<file path="config.mk">
export PLATFORM = sky130hd
export DESIGN_NAME = blink_pattern_gen_flat
export DESIGN_NICKNAME = d
export VERILOG_FILES = /design/src/rtl/blink_pattern_gen_if.sv /design/src/rtl/blink_pattern_gen.sv /design/src/flat_wrapper.sv
export SDC_FILE = /design/constraint.sdc
export NUM_CORES = 1
export LEC_CHECK = 0
export CAP_MARGIN = 15
export CORE_ASPECT_RATIO = 0.7
export CORE_MARGIN = 4
export CORE_UTILIZATION = 59
export DETAILED_ROUTE_END_ITERATION = 6
export PLACE_DENSITY = 0.9
export SYNTH_ARGS = -nofsm -noshare
export SYNTH_HDL_FRONTEND = slang
export SYNTH_SLANG_ARGS = --single-unit
</file>
<file path="constraint.sdc">
create_clock -name clk -period 2.9 [get_ports clk]
set_input_delay 0.29 -clock clk [delete_from_list [all_inputs] [get_ports clk]]
set_output_delay 0.29 -clock clk [all_outputs]
set_load 0.005 [all_outputs]
</file>
<file path="src/rtl/blink_pattern_gen_if.sv">
// Bundle of the blink generator's control inputs and its LED/strobe outputs.
//   enable      : 1 = run the on/off pattern, 0 = force idle (LED off)
//   on_ticks    : ON-phase length in ticks (0 treated as 1)
//   off_ticks   : OFF-phase length in ticks (0 treated as 1)
//   blink_out   : registered LED drive for the downstream LED stage
//   tick_out    : 1-cycle strobe on the last cycle of each prescaler period
//   period_done : 1-cycle strobe on the first cycle of each new ON phase
// Modports: master drives the controls, slave (the generator) drives the outputs.
interface blink_pattern_gen_if #(
  parameter int unsigned CNT_W = 8
);
  logic             enable;
  logic [CNT_W-1:0] on_ticks;
  logic [CNT_W-1:0] off_ticks;
  logic             blink_out;
  logic             tick_out;
  logic             period_done;

  modport master (
    output enable,
    output on_ticks,
    output off_ticks,
    input  blink_out,
    input  tick_out,
    input  period_done
  );

  modport slave (
    input  enable,
    input  on_ticks,
    input  off_ticks,
    output blink_out,
    output tick_out,
    output period_done
  );
endinterface

</file>
<file path="src/rtl/blink_pattern_gen.sv">
// Slow-tick on/off square-wave generator for the low-frequency LED blink path.
// A prescaler divides clk into ticks; a three-state FSM (idle/on/off) counts ticks
// against phase lengths latched at the start of every period and drives blink_out.
// Ports:
//   clk : system clock, all state on the rising edge
//   rst : asynchronous active-high reset
//   bus : slave side of blink_pattern_gen_if (enable, on_ticks, off_ticks in;
//         blink_out, tick_out, period_done out)
module blink_pattern_gen #(
  parameter int unsigned PRESCALE = 12000000,
  parameter int unsigned CNT_W    = 8
) (
  input  logic                clk,
  input  logic                rst,
  blink_pattern_gen_if.slave  bus
);

  localparam int unsigned PreW = (PRESCALE > 1) ? $clog2(PRESCALE) : 1;
  localparam logic [PreW-1:0] PreMax = PreW'(PRESCALE - 1);

  typedef enum logic [1:0] {
    StIdle,
    StOn,
    StOff
  } state_t;

  state_t           state_q;
  logic [PreW-1:0]  pre_cnt_q;
  logic [CNT_W-1:0] phase_cnt_q;
  logic [CNT_W-1:0] on_len_q;
  logic [CNT_W-1:0] off_len_q;
  logic             blink_q;
  logic             period_done_q;

  logic             tick;
  logic [PreW-1:0]  pre_cnt_next;

  // A zero-length phase would never end; treat it as one tick.
  function automatic logic [CNT_W-1:0] fix_len(input logic [CNT_W-1:0] v);
    return (v == '0) ? CNT_W'(1) : v;
  endfunction

  // Decoded from registers only, so no input reaches tick_out combinationally.
  always_comb begin
    tick         = (state_q != StIdle) && (pre_cnt_q == PreMax);
    pre_cnt_next = (pre_cnt_q == PreMax) ? '0 : pre_cnt_q + PreW'(1);
  end

  always_ff @(posedge clk or posedge rst) begin
    if (rst) begin
      state_q       <= StIdle;
      pre_cnt_q     <= '0;
      phase_cnt_q   <= '0;
      on_len_q      <= CNT_W'(1);
      off_len_q     <= CNT_W'(1);
      blink_q       <= 1'b0;
      period_done_q <= 1'b0;
    end else if (!bus.enable) begin
      // Disable beats any coincident tick or phase change.
      state_q       <= StIdle;
      pre_cnt_q     <= '0;
      phase_cnt_q   <= '0;
      blink_q       <= 1'b0;
      period_done_q <= 1'b0;
    end else begin
      period_done_q <= 1'b0;
      unique case (state_q)
        StIdle: begin
          state_q     <= StOn;
          on_len_q    <= fix_len(bus.on_ticks);
          off_len_q   <= fix_len(bus.off_ticks);
          pre_cnt_q   <= '0;
          phase_cnt_q <= '0;
          blink_q     <= 1'b1;
        end
        StOn: begin
          pre_cnt_q <= pre_cnt_next;
          if (tick) begin
            if (phase_cnt_q == on_len_q - CNT_W'(1)) begin
              state_q     <= StOff;
              phase_cnt_q <= '0;
              blink_q     <= 1'b0;
            end else begin
              phase_cnt_q <= phase_cnt_q + CNT_W'(1);
            end
          end
        end
        StOff: begin
          pre_cnt_q <= pre_cnt_next;
          if (tick) begin
            if (phase_cnt_q == off_len_q - CNT_W'(1)) begin
              // New period: lengths are only ever picked up here or on leaving idle.
              state_q       <= StOn;
              phase_cnt_q   <= '0;
              on_len_q      <= fix_len(bus.on_ticks);
              off_len_q     <= fix_len(bus.off_ticks);
              blink_q       <= 1'b1;
              period_done_q <= 1'b1;
            end else begin
              phase_cnt_q <= phase_cnt_q + CNT_W'(1);
            end
          end
        end
        default: begin
          state_q     <= StIdle;
          pre_cnt_q   <= '0;
          phase_cnt_q <= '0;
          blink_q     <= 1'b0;
        end
      endcase
    end
  end

  assign bus.blink_out   = blink_q;
  assign bus.tick_out    = tick;
  assign bus.period_done = period_done_q;

`ifndef SYNTHESIS
  // A new period always starts with the LED lit.
  a_done_lit : assert property (@(posedge clk) disable iff (rst)
    bus.period_done |-> bus.blink_out);
  // The LED tracks the ON state exactly.
  a_blink_on : assert property (@(posedge clk) disable iff (rst)
    bus.blink_out == (state_q == StOn));
`endif

endmodule

</file>
<file path="src/flat_wrapper.sv">
// flat-port wrapper written by rule: the top's interface ports become plain ports
module blink_pattern_gen_flat 
#(
  parameter int unsigned PRESCALE = 12000000,
  parameter int unsigned CNT_W    = 8
)
  (clk, rst, bus_enable, bus_on_ticks, bus_off_ticks, bus_blink_out, bus_tick_out, bus_period_done);
  blink_pattern_gen_if #(.CNT_W(CNT_W)) bus_i ();
  input  logic clk;
  input  logic rst;
  input wire logic [$bits(bus_i.enable)-1:0] bus_enable;
  input wire logic [$bits(bus_i.on_ticks)-1:0] bus_on_ticks;
  input wire logic [$bits(bus_i.off_ticks)-1:0] bus_off_ticks;
  output wire logic [$bits(bus_i.blink_out)-1:0] bus_blink_out;
  output wire logic [$bits(bus_i.tick_out)-1:0] bus_tick_out;
  output wire logic [$bits(bus_i.period_done)-1:0] bus_period_done;
  assign bus_i.enable = bus_enable;
  assign bus_i.on_ticks = bus_on_ticks;
  assign bus_i.off_ticks = bus_off_ticks;
  assign bus_blink_out = bus_i.blink_out;
  assign bus_tick_out = bus_i.tick_out;
  assign bus_period_done = bus_i.period_done;
  blink_pattern_gen #(.PRESCALE(PRESCALE), .CNT_W(CNT_W)) u_core (.clk(clk), .rst(rst), .bus(bus_i));
endmodule
</file>
==> results of run 1 <==
[flip-flops by register name, indices dropped and copies added, names as in the netlist]
register                flops
u_core.pre_cnt_q           24
u_core.on_len_q             8
u_core.phase_cnt_q          8
u_core.bus.blink_out        1
u_core.state_q              2
u_core.off_len_q            8
u_core.bus.period_done      1
[power by group]
group,switching [W],total [W],internal [W]
Sequential,0.0000842,0.000872,0.000788
Combinational,0.000197,0.000402,0.000205
Clock,0.000241,0.000496,0.000256
Total,0.000522,0.00177,0.00125
[per-stage QoR]
stage	cell area, sq um	cells	power [W]	hold WS, ns	util
floorplan	3030	317	0.001161	0.4357	-
global placement	3326	403	0.001255	0.5139	0.6842
detailed placement	3326	403	0.001273	0.5218	0.6842
CTS	3437	411	0.001773	0.2314	0.7071
global route	3448	411	0.001870	0.2506	0.7094
finish	3448	411	0.001770	0.2313	0.7094
[final cells by class]
type,instances,area [sq um]
Timing Repair Buffer,26,260.3
Fill cell,335,1413
Clock inverter,3,42.54
Multi-Input combinational cell,244,1642
Tap cell,69,86.33
Sequential cell,52,1304
Inverter,12,45.04
Clock buffer,5,68.82
[what timing repair did]
action,4_1_cts,5_1_grt
gates resized for setup,0,2
hold endpoints to repair,0,0
endpoints found under the setup margin,0,2
[routing by layer]
| layer | global-route usage | share of wire | routed length, um | vias up |
|---|---|---|---|---|
| met5 | 0 | 0 | 0 | - |
| met4 | 0.07207 | 0.017 | 104 | 0 |
| met3 | 0.04505 | 0.069 | 424 | 10 |
| met2 | 0.3126 | 0.44 | 2674 | 83 |
| met1 | 0.3216 | 0.48 | 2934 | 1180 |
| li1 | - | - | - | 1163 |
[placed cells by master (no fill, tap or decap), types with 11 or more instances in the layout]
master / Yosys / layout
nand3_1: 15 / 15
a21oi_1: 17 / 17
nor2_1: 36 / 36
dfrtp_1: 50 / 50
inv_1: 12 / 11
nor3_1: 15 / 14
xnor2_1: 19 / 19
xor2_1: 19 / 19
nand2_1: 23 / 23
clkdlybuf4s50_1: 0 / 21
o21ai_0: 17 / 17
[final timing paths]
check | startpoint | endpoint | cells past startpoint
worst max-delay path | u_core.pre_cnt_q[0] | bus_tick_out | 5
worst min-delay path | rst | u_core.pre_cnt_q[20] | 2
worst max register to register | u_core.on_len_q[0] | u_core.state_q[0] | 9
worst min register to register | u_core.bus.blink_out | u_core.bus.blink_out | 2
max in group asynchronous | rst | u_core.off_len_q[0] | 3
min in group clk | u_core.bus.blink_out | u_core.bus.blink_out | 2
[cell families after synthesis]
family / after synthesis
XOR/XNOR: 38
adder cells (fa/ha/maj): 8
flip-flops: 52
AND/OR/NAND/NOR: 131
AO/OA/AOI/OAI: 49
multiplexers: 18
buffers and inverters: 21
==> out/results.txt, run 1 <==
outcome = complete, no violations
TritonCTS Sinks = 52
Synth Flop Type = dfrtp_1
multiplexer area fraction after synthesis = 0.07556
worst-margin pin slew = 1.022 ns
Routability Congestion = 0.9071
total CTS buffers = 5
Leakage = 1.452 nW
final hold vios = 0
share of layout cells above drive strength 1 = 0.1316
wire length per cell = 14.93 um
VDD IR-drop max = 0.0003344 V
reg-to-reg setup timing slack = 0.24 ns
diode count = 0
initial drt markers = 177
Routed WL = 6138 um
Power per Cell Area = 513.4 mW/mm^2
Hold Crit Class = in2async
Area Overhead vs Synth = 13.79%
Crit path largest cell delay = 0.58 ns
cell area after synthesis = 0.003030 sq mm
Synth cell types = 44
Buffers on Ports = 21
clk_lat worst skew = 0.31 ns
Crit Path Max Fanout = 6
Synth Area in Adders = 0.03303
Die Ht = 67.96 um
slowest cell on the critical path = clkdlybuf4s50_1
combinational family with the most area after synthesis = simple AND/OR/NAND/NOR gates
clock skew = 0.009405 ns
area share of the largest cell type after synthesis = 0.4129
Initial Utilization = 0.6234
post-synthesis compound-gate area fraction = 0.09744
pre-CTS setup slack = 0.1786 ns
core area = 0.004861 sq mm
initial antenna violation count = 0
# DRC = 0
cts-stage hold buffer count = 0
CTS tree = yes
nets = 368
Clock Tree Root = clkbuf_8
Std-Cell Rows = 21
GRT Total Usage = 0.2151
yosys synthesis warning count = 0
cells after synthesis = 317
CTS clk-pin slew, worst paths = 0.10 ns
ranking of synthesized cells by area = dfrtp_1, xnor2_1, xor2_1
setup repair bufs after CTS = 0
Pre-antenna DRT Iters = 4
final worst slack = 0.1690 ns
# IOs = 22
DP HPWL = 4544 um
Clock Path Buffers = 2
die width = 93.66 um
WP data required = 2.61 ns
WP data arrival = 2.44 ns
Seq cells post-synth = 52
Mean Syn Cell Area = 9.560 sq um
via count = 2436
global-route wire length before repair = 10580 um
largest net degree at the start of global routing = 27
sequential fraction of the synthesis area = 0.4302
RSZ-0062 raised after global routing = false
fraction of registers with async set/reset = 1.000
Mapped Nets = 344
Via density = 5.927
period utilization = 0.9417
Cell Chain, Critical Path = ha_1 > nand4_1 > or2_2 > nor4_4 > clkdlybuf4s50_1
nature of the critical path startpoint = flip-flop
H-tree Lvls = 2
most frequent cells after synthesis = dfrtp_1, nor2_1, nand2_1
count leader, synth = dfrtp_1
TNS Setup = 0 ns
slew margin rel. = 0.3165
EDFF count, synth = 0
Tmin final = 2.731 ns
Top delay family on crit path = simple AND/OR/NAND/NOR gates
total gr overflow = 0
largest area contributor in the netlist = dfrtp_1
xor-xnor portion of the synthesized cell area = 0.1098
CP Capture Type = primary output
Max Cap Viol = 0
worst setup path category = reg2out
vias in the first global route = 2174
max-slew violation count = 0
Die Area = 0.006365 sq mm
post-route ant nets = 0
achievable frequency = 366.2 MHz
Setup violations, final = 0
Post-Synth Simple-Gate Area = 0.2221
CP Buf/Inv Count = 1
(Power assumes the default switching activity.)
==> run 2: changes to the inputs <==
- CAP_MARGIN: 15 -> 5
==> results of run 2 <==
Final layout, timing and power as in run 1 (identical DEF).
==> run 3: changes to the inputs <==
- RECOVER_POWER: not set -> 25
==> out/results.txt, run 3 (synthesis results as in run 1) <==
outcome = complete, no violations
nets = 368
slew margin rel. = 0.3245
core area = 0.004861 sq mm
worst setup path endpoint = bus_tick_out
Via density = 5.961
filler cell count = 337
CP Depth = 5
r2r startpoint = u_core.on_len_q[0]
TNS Setup = 0 ns
Max Cap Viol = 0
via count = 2450
Leakage = 1.450 nW
Die Ht = 67.96 um
worst-margin pin slew = 1.010 ns
vias in the first global route = 2174
most frequent cells in the layout = dfrtp_1, nor2_1, nand2_1
Crit Path Max Fanout = 6
DR WL met2 = 2666 um
# IOs = 22
area post-placement = 0.003326 sq mm
Setup violations, final = 0
largest net degree at the start of global routing = 27
share of layout cells above drive strength 1 = 0.1257
DP HPWL = 4544 um
CP Capture Type = primary output
Cell Chain, Critical Path = ha_1 > nand4_1 > or2_2 > nor4_4 > clkdlybuf4s50_1
Hold Crit Class = in2async
global-route wire length before repair = 10580 um
Die Area = 0.006365 sq mm
period utilization = 0.9354
Initial Utilization = 0.6234
worst setup path category = reg2out
Top delay family on crit path = simple AND/OR/NAND/NOR gates
Crit path largest cell delay = 0.58 ns
H-tree Lvls = 2
slowest cell on the critical path = clkdlybuf4s50_1
clock skew = 0.01000 ns
GRT Total Usage = 0.2151
wire length per cell = 15.03 um
max-slew violation count = 0
clk_lat worst skew = 0.31 ns
largest register by flop count = u_core.pre_cnt_q
CP Buf/Inv Count = 1
r2r worst-path depth = 9
met3 wire length = 374 um
total power = 0.001771 W
diode count = 0
Clock Path Buffers = 2
TritonCTS Sinks = 52
total gr overflow = 0
nature of the critical path startpoint = flip-flop
Power per Cell Area = 514.1 mW/mm^2
Tmin final = 2.713 ns
Routed WL = 6177 um
Routability Congestion = 0.9071
final hold vios = 0
setup repair bufs after CTS = 0
total CTS buffers = 5
leading cell type in the layout, fill and taps excluded = dfrtp_1
Area Overhead vs Synth = 13.67%
Critical path origin = u_core.pre_cnt_q[0]
post-route ant nets = 0
reg-to-reg setup timing slack = 0.23 ns
Buffers on Ports = 21
achievable frequency = 368.6 MHz
RR Endpoint = u_core.state_q[0]
Final Cell Area = 0.003445 sq mm
initial antenna violation count = 0
RSZ-0062 raised after global routing = false
Clock Tree Root = clkbuf_8
DR top layer = met4
die width = 93.66 um
max reg flops = 24
Pre-antenna DRT Iters = 4
# DRC = 0
WP data arrival = 2.42 ns
CTS clk-pin slew, worst paths = 0.10 ns
WP data required = 2.61 ns
CTS tree = yes
WL met1 = 3022 um
VDD IR-drop max = 0.0003354 V
Std-Cell Rows = 21
initial drt markers = 196
-- run 3: cell types whose count changed in the layout (fill, tap and decap cells not counted) --
| cell | delta |
|---|---|
| inv_2 | -1 |
| buf_4 | -1 |
| clkbuf_1 | +1 |
| inv_1 | +1 |
| clkdlybuf4s50_1 | -1 |
| dlygate4sd3_1 | +1 |
-- run 3: how the worst min path moves through the flow --
stage                   startpoint                      to  slack (ns)  cells past startpoint
4_1_cts                        rst    u_core.pre_cnt_q[14]        0.23                      2
3_5_place_dp   u_core.off_len_q[0]     u_core.off_len_q[0]        0.52                      2
6_report                       rst    u_core.pre_cnt_q[20]        0.44                      2
2_1_floorplan           bus_enable  u_core.bus.period_done        0.44                      2
5_1_grt                        rst    u_core.pre_cnt_q[21]        0.47                      2
3_3_place_gp    u_core.on_len_q[7]      u_core.on_len_q[7]        0.51                      1
-- run 3: final cells by class --
type                       count  area, sq um  share of cell area
tap                           69        86.33             0.02506
clock buffer                   5        68.82             0.01998
sequential                    52         1304              0.3785
multi-input combinational    244         1642              0.4766
timing repair buffer          26        256.5             0.07446
clock inverter                 3        42.54             0.01235
inverter                      12        45.04             0.01308
-- run 3: worst register-to-register path, delay by kind of cell, from the launching register on --
kind / cells / cell delay (ns)
fa+ha+maj: 1 / 0.28
buf+inv: 1 / 0.06
mux: 1 / 0.38
compound gates: 3 / 0.66
flops: 1 / 0.58
simple gates: 3 / 0.61
-- run 3: power by group --
part	internal, W	total (W)	leakage (nW)	switching [W]
combinational	0.000204	0.000400	0.712	0.000196
sequential	0.000788	0.000873	0.684	0.0000846
clock	0.000256	0.000498	0.0541	0.000242
-- run 3: metrics by stage --
stage	std cells	hold slack [ns]	util	setup WS (ns)
6_report	411	0.4358	0.7086	0.1873
5_1_grt	411	0.4691	0.7086	0.04207
4_1_cts	411	0.2314	0.7071	0.1547
2_1_floorplan	317	0.4357	-	0.3203
3_5_place_dp	403	0.5218	0.6842	0.1786
3_3_place_gp	403	0.5139	0.6842	0.3172
-- run 3: routing by layer --
layer | vias to the layer above | GRT usage
li1 | 1159 | -
met1 | 1195 | 0.3216
met2 | 83 | 0.3126
met3 | 13 | 0.04505
met4 | 0 | 0.07207
met5 | - | 0
-- run 3: timing repair --
| item | 4_1_cts | 5_1_grt |
|---|---|---|
| setup endpoints to repair | 0 | 2 |
| gates resized for setup | 0 | 2 |
| hold buffers | 0 | 0 |
